**config.mk**
```make
export PLATFORM = sky130hd
export DESIGN_NAME = kpencode
export DESIGN_NICKNAME = d
export VERILOG_FILES = /design/src/rtl/kp_pkg.sv /design/src/rtl/kpencode_sync2.sv /design/src/rtl/kpencode.sv
export SDC_FILE = /design/constraint.sdc
export NUM_CORES = 1
export LEC_CHECK = 0
export ABC_AREA = 1
export BUFFER_PORTS_ARGS = -buffer_cell sky130_fd_sc_hd__buf_4
export CAP_MARGIN = 20
export CORE_ASPECT_RATIO = 1.5
export CORE_MARGIN = 2
export CORE_UTILIZATION = 24
export CTS_CLUSTER_SIZE = 28
export DETAILED_ROUTE_END_ITERATION = 12
export PLACE_DENSITY_LB_ADDON = 0.08
export SYNTH_ARGS = -nofsm -noshare
export SYNTH_HDL_FRONTEND = slang
export SYNTH_HIERARCHICAL = 1
export SYNTH_SLANG_ARGS = --single-unit
export TNS_END_PERCENT = 50
```
**constraint.sdc**
```tcl
create_clock -name clk -period 1.6 [get_ports clk]
set_input_delay 0 -clock clk [delete_from_list [all_inputs] [get_ports clk]]
set_output_delay 0 -clock clk [all_outputs]
set_load 0.02 [all_outputs]
```
**src/rtl/kp_pkg.sv**
```systemverilog
// Shared types and constants for the Simon keypad encoder: FSM states,
// special key codes and the [row][col] key map.
package kp_pkg;

  typedef enum logic [1:0] {
    SCAN     = 2'd0,
    DEBOUNCE = 2'd1,
    HELD     = 2'd2,
    RELEASE  = 2'd3
  } kp_state_t;

  localparam logic [3:0] KEY_STOP = 4'd10;
  localparam logic [3:0] KEY_GO   = 4'd11;
  localparam logic [3:0] KEY_LOCK = 4'd12;
  localparam logic [3:0] KEY_PWR  = 4'd13;
  localparam logic [3:0] KEY_ENT  = 4'd14;
  localparam logic [3:0] KEY_ESC  = 4'd15;

  localparam logic [3:0] KEY_MAP [4][4] = '{
    '{4'd1,    4'd2, 4'd3,    KEY_STOP},
    '{4'd4,    4'd5, 4'd6,    KEY_GO},
    '{4'd7,    4'd8, 4'd9,    KEY_LOCK},
    '{KEY_ESC, 4'd0, KEY_ENT, KEY_PWR}
  };

  // Active-low one-cold column drive for column idx.
  function automatic logic [3:0] col_drive(logic [1:0] idx);
    col_drive = ~(4'b0001 << idx);
  endfunction

  // Lowest-numbered row reading low; only meaningful when some row is low.
  function automatic logic [1:0] low_row(logic [3:0] r);
    low_row = 2'd3;
    for (int i = 3; i >= 0; i--) begin
      if (!r[i]) low_row = 2'(i);
    end
  endfunction

endpackage

```
**src/rtl/kpencode_sync2.sv**
```systemverilog
// Two-flop synchronizer for asynchronous multi-bit level inputs.
// Resets to RST_VAL so idle pulled-up rows never look pressed.
module sync2 #(
  parameter int             W       = 4,
  parameter logic [W-1:0]   RST_VAL = '1
) (
  input  logic         clk_i,
  input  logic         rst_i,
  input  logic [W-1:0] d_i,
  output logic [W-1:0] q_o
);

  logic [W-1:0] s1_q, s2_q;

  always_ff @(posedge clk_i or posedge rst_i) begin
    if (rst_i) begin
      s1_q <= RST_VAL;
      s2_q <= RST_VAL;
    end else begin
      s1_q <= d_i;
      s2_q <= s1_q;
    end
  end

  assign q_o = s2_q;

endmodule

```
**src/rtl/kpencode.sv**
```systemverilog
// 4x4 keypad scanner/debouncer: walks one active-low column at a time,
// debounces the first low row found and reports its key code.
module kpencode
  import kp_pkg::*;
#(
  parameter int SETTLE_CYCLES   = 16,
  parameter int DEBOUNCE_CYCLES = 50000
) (
  input  logic       clk,
  input  logic       reset,
  input  logic [3:0] rows,
  output logic [3:0] cols,
  output logic [3:0] num,
  output logic       kphit,
  output logic       kpress
);

  localparam int MAXC = (SETTLE_CYCLES > DEBOUNCE_CYCLES) ? SETTLE_CYCLES : DEBOUNCE_CYCLES;
  localparam int CW   = (MAXC > 1) ? $clog2(MAXC) : 1;
  localparam logic [CW-1:0] SET_TC = CW'(SETTLE_CYCLES - 1);
  localparam logic [CW-1:0] DEB_TC = CW'(DEBOUNCE_CYCLES - 1);

  logic [3:0] rs;

  sync2 #(.W(4), .RST_VAL(4'hF)) u_sync (
    .clk_i (clk),
    .rst_i (reset),
    .d_i   (rows),
    .q_o   (rs)
  );

  kp_state_t     state_q, state_d;
  logic [1:0]    idx_q, idx_d;
  logic [1:0]    row_q, row_d;
  logic [CW-1:0] cnt_q, cnt_d;
  logic [3:0]    cols_q, cols_d;
  logic [3:0]    num_q, num_d;
  logic          kphit_q, kphit_d;
  logic          kpress_q, kpress_d;
  logic          key_up;

  // Only the captured row bit matters once a key is being tracked.
  assign key_up = rs[row_q];

  always_comb begin
    state_d  = state_q;
    idx_d    = idx_q;
    row_d    = row_q;
    cnt_d    = cnt_q;
    num_d    = num_q;
    kphit_d  = kphit_q;
    kpress_d = 1'b0;
    case (state_q)
      SCAN: begin
        if (cnt_q >= SET_TC) begin
          cnt_d = '0;
          if (rs != 4'hF) begin
            row_d   = low_row(rs);
            state_d = DEBOUNCE;
          end else begin
            idx_d = idx_q + 2'd1;
          end
        end else begin
          cnt_d = cnt_q + 1'b1;
        end
      end
      DEBOUNCE: begin
        if (key_up) begin
          cnt_d   = '0;
          idx_d   = idx_q + 2'd1;
          state_d = SCAN;
        end else if (cnt_q >= DEB_TC) begin
          cnt_d    = '0;
          num_d    = KEY_MAP[row_q][idx_q];
          kphit_d  = 1'b1;
          kpress_d = 1'b1;
          state_d  = HELD;
        end else begin
          cnt_d = cnt_q + 1'b1;
        end
      end
      HELD: begin
        if (key_up) begin
          cnt_d   = '0;
          state_d = RELEASE;
        end
      end
      RELEASE: begin
        if (!key_up) begin
          cnt_d   = '0;
          state_d = HELD;
        end else if (cnt_q >= DEB_TC) begin
          cnt_d   = '0;
          kphit_d = 1'b0;
          idx_d   = idx_q + 2'd1;
          state_d = SCAN;
        end else begin
          cnt_d = cnt_q + 1'b1;
        end
      end
      default: begin
        cnt_d   = '0;
        state_d = SCAN;
      end
    endcase
    // Registered from next index so a column change shows the cycle after terminal count.
    cols_d = col_drive(idx_d);
  end

  always_ff @(posedge clk or posedge reset) begin
    if (reset) begin
      state_q  <= SCAN;
      idx_q    <= 2'd0;
      row_q    <= 2'd0;
      cnt_q    <= '0;
      cols_q   <= 4'b1110;
      num_q    <= 4'd0;
      kphit_q  <= 1'b0;
      kpress_q <= 1'b0;
    end else begin
      state_q  <= state_d;
      idx_q    <= idx_d;
      row_q    <= row_d;
      cnt_q    <= cnt_d;
      cols_q   <= cols_d;
      num_q    <= num_d;
      kphit_q  <= kphit_d;
      kpress_q <= kpress_d;
    end
  end

  assign cols   = cols_q;
  assign num    = num_q;
  assign kphit  = kphit_q;
  assign kpress = kpress_q;

endmodule
```
* Yosys cells after proc, flatten, opt, wreduce, memory -nomap -nowiden
Cells that the tools add are included. Widths: inputs -> output; s select.
Storage, ports and cells: output and inout port bits 10, input bits 6, word-level logic and storage cells 80, flip-flop bits (word level) 40
Cells by class: order comparisons 5, shift-type cells 1, mux-type cells 39, equal/unequal tests 13, bitwise logic cells 4, add/sub/neg operators 2, reductions and logical operators 6
Operators with widths (number):
- $mux 16 | 7
- $pmux 16 s4 | 1
- $bmux 16 s2 | 1
- $mux 2 | 14
- $add 16x1->16 const B | 1
- $ge 16x16->1 const B | 1
- $ge 16x4->1 const B | 1
- $ne 2x2->1 const B | 7
- $reduce_and 5->1 | 2
- $mux 1 | 9
- $bmux 4 s2 | 1
- $mux 4 | 2
- $pmux 2 s4 | 1
- $ge 3x3->1 const B | 2
- $ne 3x3->1 const B | 2
- $not 2->3 | 2
- $pmux 2 s3 | 1
- $reduce_and 3->1 | 2
- $eq 2x2->1 const B | 2
- $ne 4x4->1 const B | 1
- $not 4->4 | 1
- $shl 1x2->4 const A | 1
- $lt 2x3->1 const B | 1
- $add 2x1->2 const B | 1
- 6 further kinds | 6

* Depth between registers and ports, before layout
depth in word-level cells 7, gate-level depth with buffers 13, mapped depth without buffers 12

* By module
The synthesis kept the hierarchy.
By module, submodules not included:
- kpencode | instances 1, cells an instance 281, sequential area each 804.5 sq um, area each 1990.7 sq um
- sync2 | instances 1, cells an instance 9, sequential area each 210.2 sq um, area each 214.0 sq um

* Worst setup path after synthesis
Ideal clock, no wire load.
kind register to register, start point reg cnt_q[0], end point reg cnt_q[15], data required time 1474 ps, clock period less this slack 1612 ps, setup slack -12 ps, path buffers 0, library setup time 126 ps, cell stages (with the launch flop) 11, arrival 1486 ps, path through dfrtp_1 > ha_1 > nand3_1 > nand3_1 > nand2_1 > nand2_1 > nand2_1 > nand2_2 > nand2_4 > a21oi_4 > nor2_1
Between the ends: cells in the longest elaborated chain, start to end 4, elaborated cells on any way between the ends 8, classes of those cells 1 x add/sub; 2 x order compare; 5 x mux
RTL lines:
- start, declared | RTL line kpencode.sv:35 | logic [CW-1:0] cnt_q, cnt_d;
- start signal, assigned | RTL line kpencode.sv:124 | cnt_q <= cnt_d;
- $add 16x1->16 or $ge 16x16->1 (tied branches)
- $mux 16 | RTL line kpencode.sv:72, kpencode.sv:92
- $mux 16, on equally long branches | RTL line kpencode.sv:89, kpencode.sv:68
- $pmux 16 s4 (*) | RTL line kpencode.sv:53 | case (state_q)
Every way passes the cells marked *; elsewhere a longest branch is shown, timed or not. A chain may end at the register's enable or synchronous reset.

* Worst setup path after layout
start point reg row_q[0], end point reg cnt_q[8]
Between the ends: cells in the longest elaborated chain, start to end 4, elaborated cells on any way between the ends 6, classes of those cells 1 x eq/ne; 5 x mux
RTL lines:
- start, declared | RTL line kpencode.sv:34 | logic [1:0] row_q, row_d;
- start signal, assigned | RTL line kpencode.sv:123 | row_q <= row_d;
- $bmux 1 s2 (*) | RTL line kpencode.sv:43 | assign key_up = rs[row_q];
- $mux 1 (implied by the code) (*) | RTL line kpencode.sv:43
- $mux 16, on equally long branches | RTL line kpencode.sv:89, kpencode.sv:68
- $pmux 16 s4 | RTL line kpencode.sv:53
Every way passes the cells marked *; elsewhere a longest branch is shown, timed or not. The select of a mux whose other input is x is not followed.

==> results.yml <==
drt:
  postRouteAntennaNets: 0
  detail_route.wl_per_cell_um: 13.71
  drt_wl_total_um: 6691
  vias: 2199
  detail_route.first_pass.iterations: 4
  avgViaCountPerCell: 4.506
  post_detailed_route_drc_marker_count: 0
  drt-initial-drc-count: 97
pwr:
  sw_frac_of_total_pct: 36.07
  cellInternalPower_mw: 2.760
  p_switching_mw: 1.557
  leakage_nw: 1.652
  pwr-share-seq_pct: 30.6
  total_power_mw: 4.318
  worst_voltage_drop_across_the_vdd_grid_v: 0.0006785
  p_clk_share_pct: 26.7
  power_per_cell_area_nw_per_um2: 1287
  combinational_cell_fraction_of_total_power_pct: 42.8
status:
  failing_checks: "setup timing"
  result_of_the_run: "complete, but fails checks"
logic_synthesis:
  asyncSetResetFlopFracSynth_pct: 100.0
  syn_area_sq_um: 2205
  netlist_instances: 290
  synthesis.yosys.warnings: 6
  synthDominantCellAreaShare_pct: 32.92
  postSynthNetCount: 297
  synth_top_cell_by_area: "dfrtp_1"
  yosys_most_used_dff: "dfrtp_1"
  count_of_flip_flops_with_a_built_in_enable_after_synthesis: 0
  ys_seq_area_share_pct: 46.03
  syn_area_per_cell_sq_um: 7.602
  yosysMostFrequentCell: "nand2_1"
  netlist-cell-type-count: 27
  synth_seq_cells: 40
  synth.top_cells.by_area: "dfrtp_1, nand2_1, dfstp_2, nand3_1, nor2_1"
  yosys-top-cells-count: "nand2_1, nor2_1, nand3_1"
critical_path:
  critical_path_arrival_ps: 1780
  required_ps: 1780
  critical_path.startpoint_type: "flop"
  cp-end-kind: "flop"
  crit_type: "reg -> reg"
  crit_path_max_fanout: 9
sta:
  setup-violations-final: 7
  post_route_setup_slack_ps: -3.801
  setup_total_negative_slack_ps: -11.35
  final_worst_hold_slack_ps: 354.6
  max_slew_margin_pct: 70.17
  setup_repair_after_global_routing_missed_its_margin: "true"
  finalCritPeriodShare_pct: 100.2
  timing.clock.skew_ps: 9.767
  post-route-min-period_ps: 1604
  fmax_mhz: 623.5
  final_max_slew_viol_count: 0
  hold_viol_final: 0
  max_slew.worst_pin.slew_ps: 447.4
clock_network:
  clock_path_buffers: 2
  ctsRootBufferMaster: "clkbuf_16"
  clock_tree.htree_level_count: 2
  clock_insertion_delay_worst_skew_ps: 290
  clk_pin_slew_worst_paths_ps: 60
  numCtsBuffers: 5
  cts_tree: "done"
  tritoncts_num_sinks: 40
global_route:
  top_usage_layer_grt: "met2"
  grt_pass1_wl_um: 11070
  grt_overflow_total: 0
  grt_usage_pct: 15.11
  met2_usage_pct: 27.87
  global_route_met1_utilization_pct: 15.29
  antenna_found_initial: 0
  grt_max_degree: 33
  vias_in_the_first_global_route: 2288
  grt_use_met3_pct: 2.679
finish:
  sequential_area_sq_um: 1017
  multiInputGateArea_sq_um: 1232
  n_fill_cell: 938
  num_antenna_cells: 0
  fin_util_pct: 37.77
  final_nets: 384
  fraction_of_final_layout_cells_with_drive_strength_greater_than_1_pct: 40.48
  flow.area_growth_from_synthesis_pct: 52.16
place:
  dp_worst_setup_slack_ps: -85.23
  routabilityCongestion: 0.8539
  dpl.hpwl_um: 5251
  portBuffers: 15
flow_run:
  max_cap_viol_count: 0
min_path:
  timing.hold.worst.class: "reg -> reg"
floorplanning:
  floorplan.initialDensity_pct: 24.82
  die_h_um: 121.4
  num_rows: 42
  width_of_the_die_um: 82.26
  core_region_area_sq_um: 8881
  pin_count: 16
  die_area_sq_um: 9985
==> registers in the layout (all words and copies together), names as in the netlist, named ones only <==
name         cells
u_sync/s1_q      4
cols             4
state_q          1
u_sync/q_o       4
row_q            2
idx_q            2
num              4
cnt_q           16
kpress           1
kphit            1
==> cell families after synthesis <==
family,count (synthesis),share of synthesized area (%)
DFF,40,46.03
and+or+nand+nor,182,36.72
adders and majority gates,1,0.5674
xor gates and xnor gates,10,3.973
AOI/OAI and AO/OA,24,6.697
buffers and inverters,33,6.016
==> layout by cell type, fill, tap and decap left out, types with 2 or more instances in the layout <==
master and instances:
a21oi_1 2, a21oi_2 2, buf_12 3, buf_4 69, buf_6 5, clkbuf_16 5, dfrtp_1 27, dfrtp_2 2
dfstp_2 11, dlygate4sd3_1 5, inv_1 27, inv_2 3, nand2_1 69, nand2_2 13, nand2_4 7, nand3_1 26
nand3_2 8, nand4_1 10, nor2_1 25, nor2_2 12, nor2_4 3, nor3_1 5, o211ai_1 4, o21ai_0 8
o21ai_1 4, o21ai_2 2, xnor2_1 2, xor2_1 8
==> critical path: stages, from the launching register on <==
cell,delay [ps]
dfrtp_1,410
inv_2,80
nand2_1,60
nand2_1,60
nand2_2,90
nand2_4,80
buf_12,130
nand2_4,50
o21ai_2,50
nand2_2,100
nand2_4,70
a21oi_4,140
buf_12,140
nor2_1,40
==> routing by layer <==
layer  share of wire [%]  wire, um
met1                  35      2341
met2                  58      3883
met3                 2.2       148
met4                 4.7       317
met5                   0         0
==> final timing paths <==
check / startpoint / end / slack, ps / cells after the start
max in group asynchronous: reset / cols[3] / 870 / 4
setup / recovery: row_q[0] / cnt_q[8] / -4 / 13
hold / removal: u_sync/s1_q[1] / u_sync/q_o[1] / 350 / 0
setup reg to reg: row_q[0] / cnt_q[8] / -4 / 13
hold reg to reg: u_sync/s1_q[1] / u_sync/q_o[1] / 350 / 0
min in group asynchronous: reset / cnt_q[12] / 370 / 4
==> area by class of cell <==
| type | count | area share (%) |
|---|---|---|
| well taps | 110 | 4.103 |
| clock inverters | 2 | 1.044 |
| repair buffers | 82 | 20.40 |
| clock buffers | 6 | 3.842 |
| multi-input cells | 217 | 36.74 |
| flip-flops and latches | 40 | 30.32 |
| inverters | 31 | 3.543 |
==> repair_timing <==
item | CTS | global route
setup buffers | 1 | 6
gates resized for setup | 14 | 49
setup endpoints to repair | 26 | 31
hold buffers | 5 | 0
pin swaps | 2 | 22
endpoints found under the hold margin | 41 | 0
==> stage by stage <==
step | area (sq um) | std cells
finish | 3354 | 488
global route | 3354 | 488
CTS | 3158 | 482
detailed placement | 2892 | 468
global placement | 2892 | 468
floorplan | 2207 | 290
==> power groups by stage <==
stage	logic [mW]	registers, mW	clock network, mW
CTS	1.69	1.31	1.20
floorplan	0.773	1.36	0
global placement	1.67	1.33	0
global route	2.04	1.34	1.23
finish	1.85	1.32	1.15
detailed placement	1.65	1.33	0
Note: power is estimated with default switching activity, not from simulation.
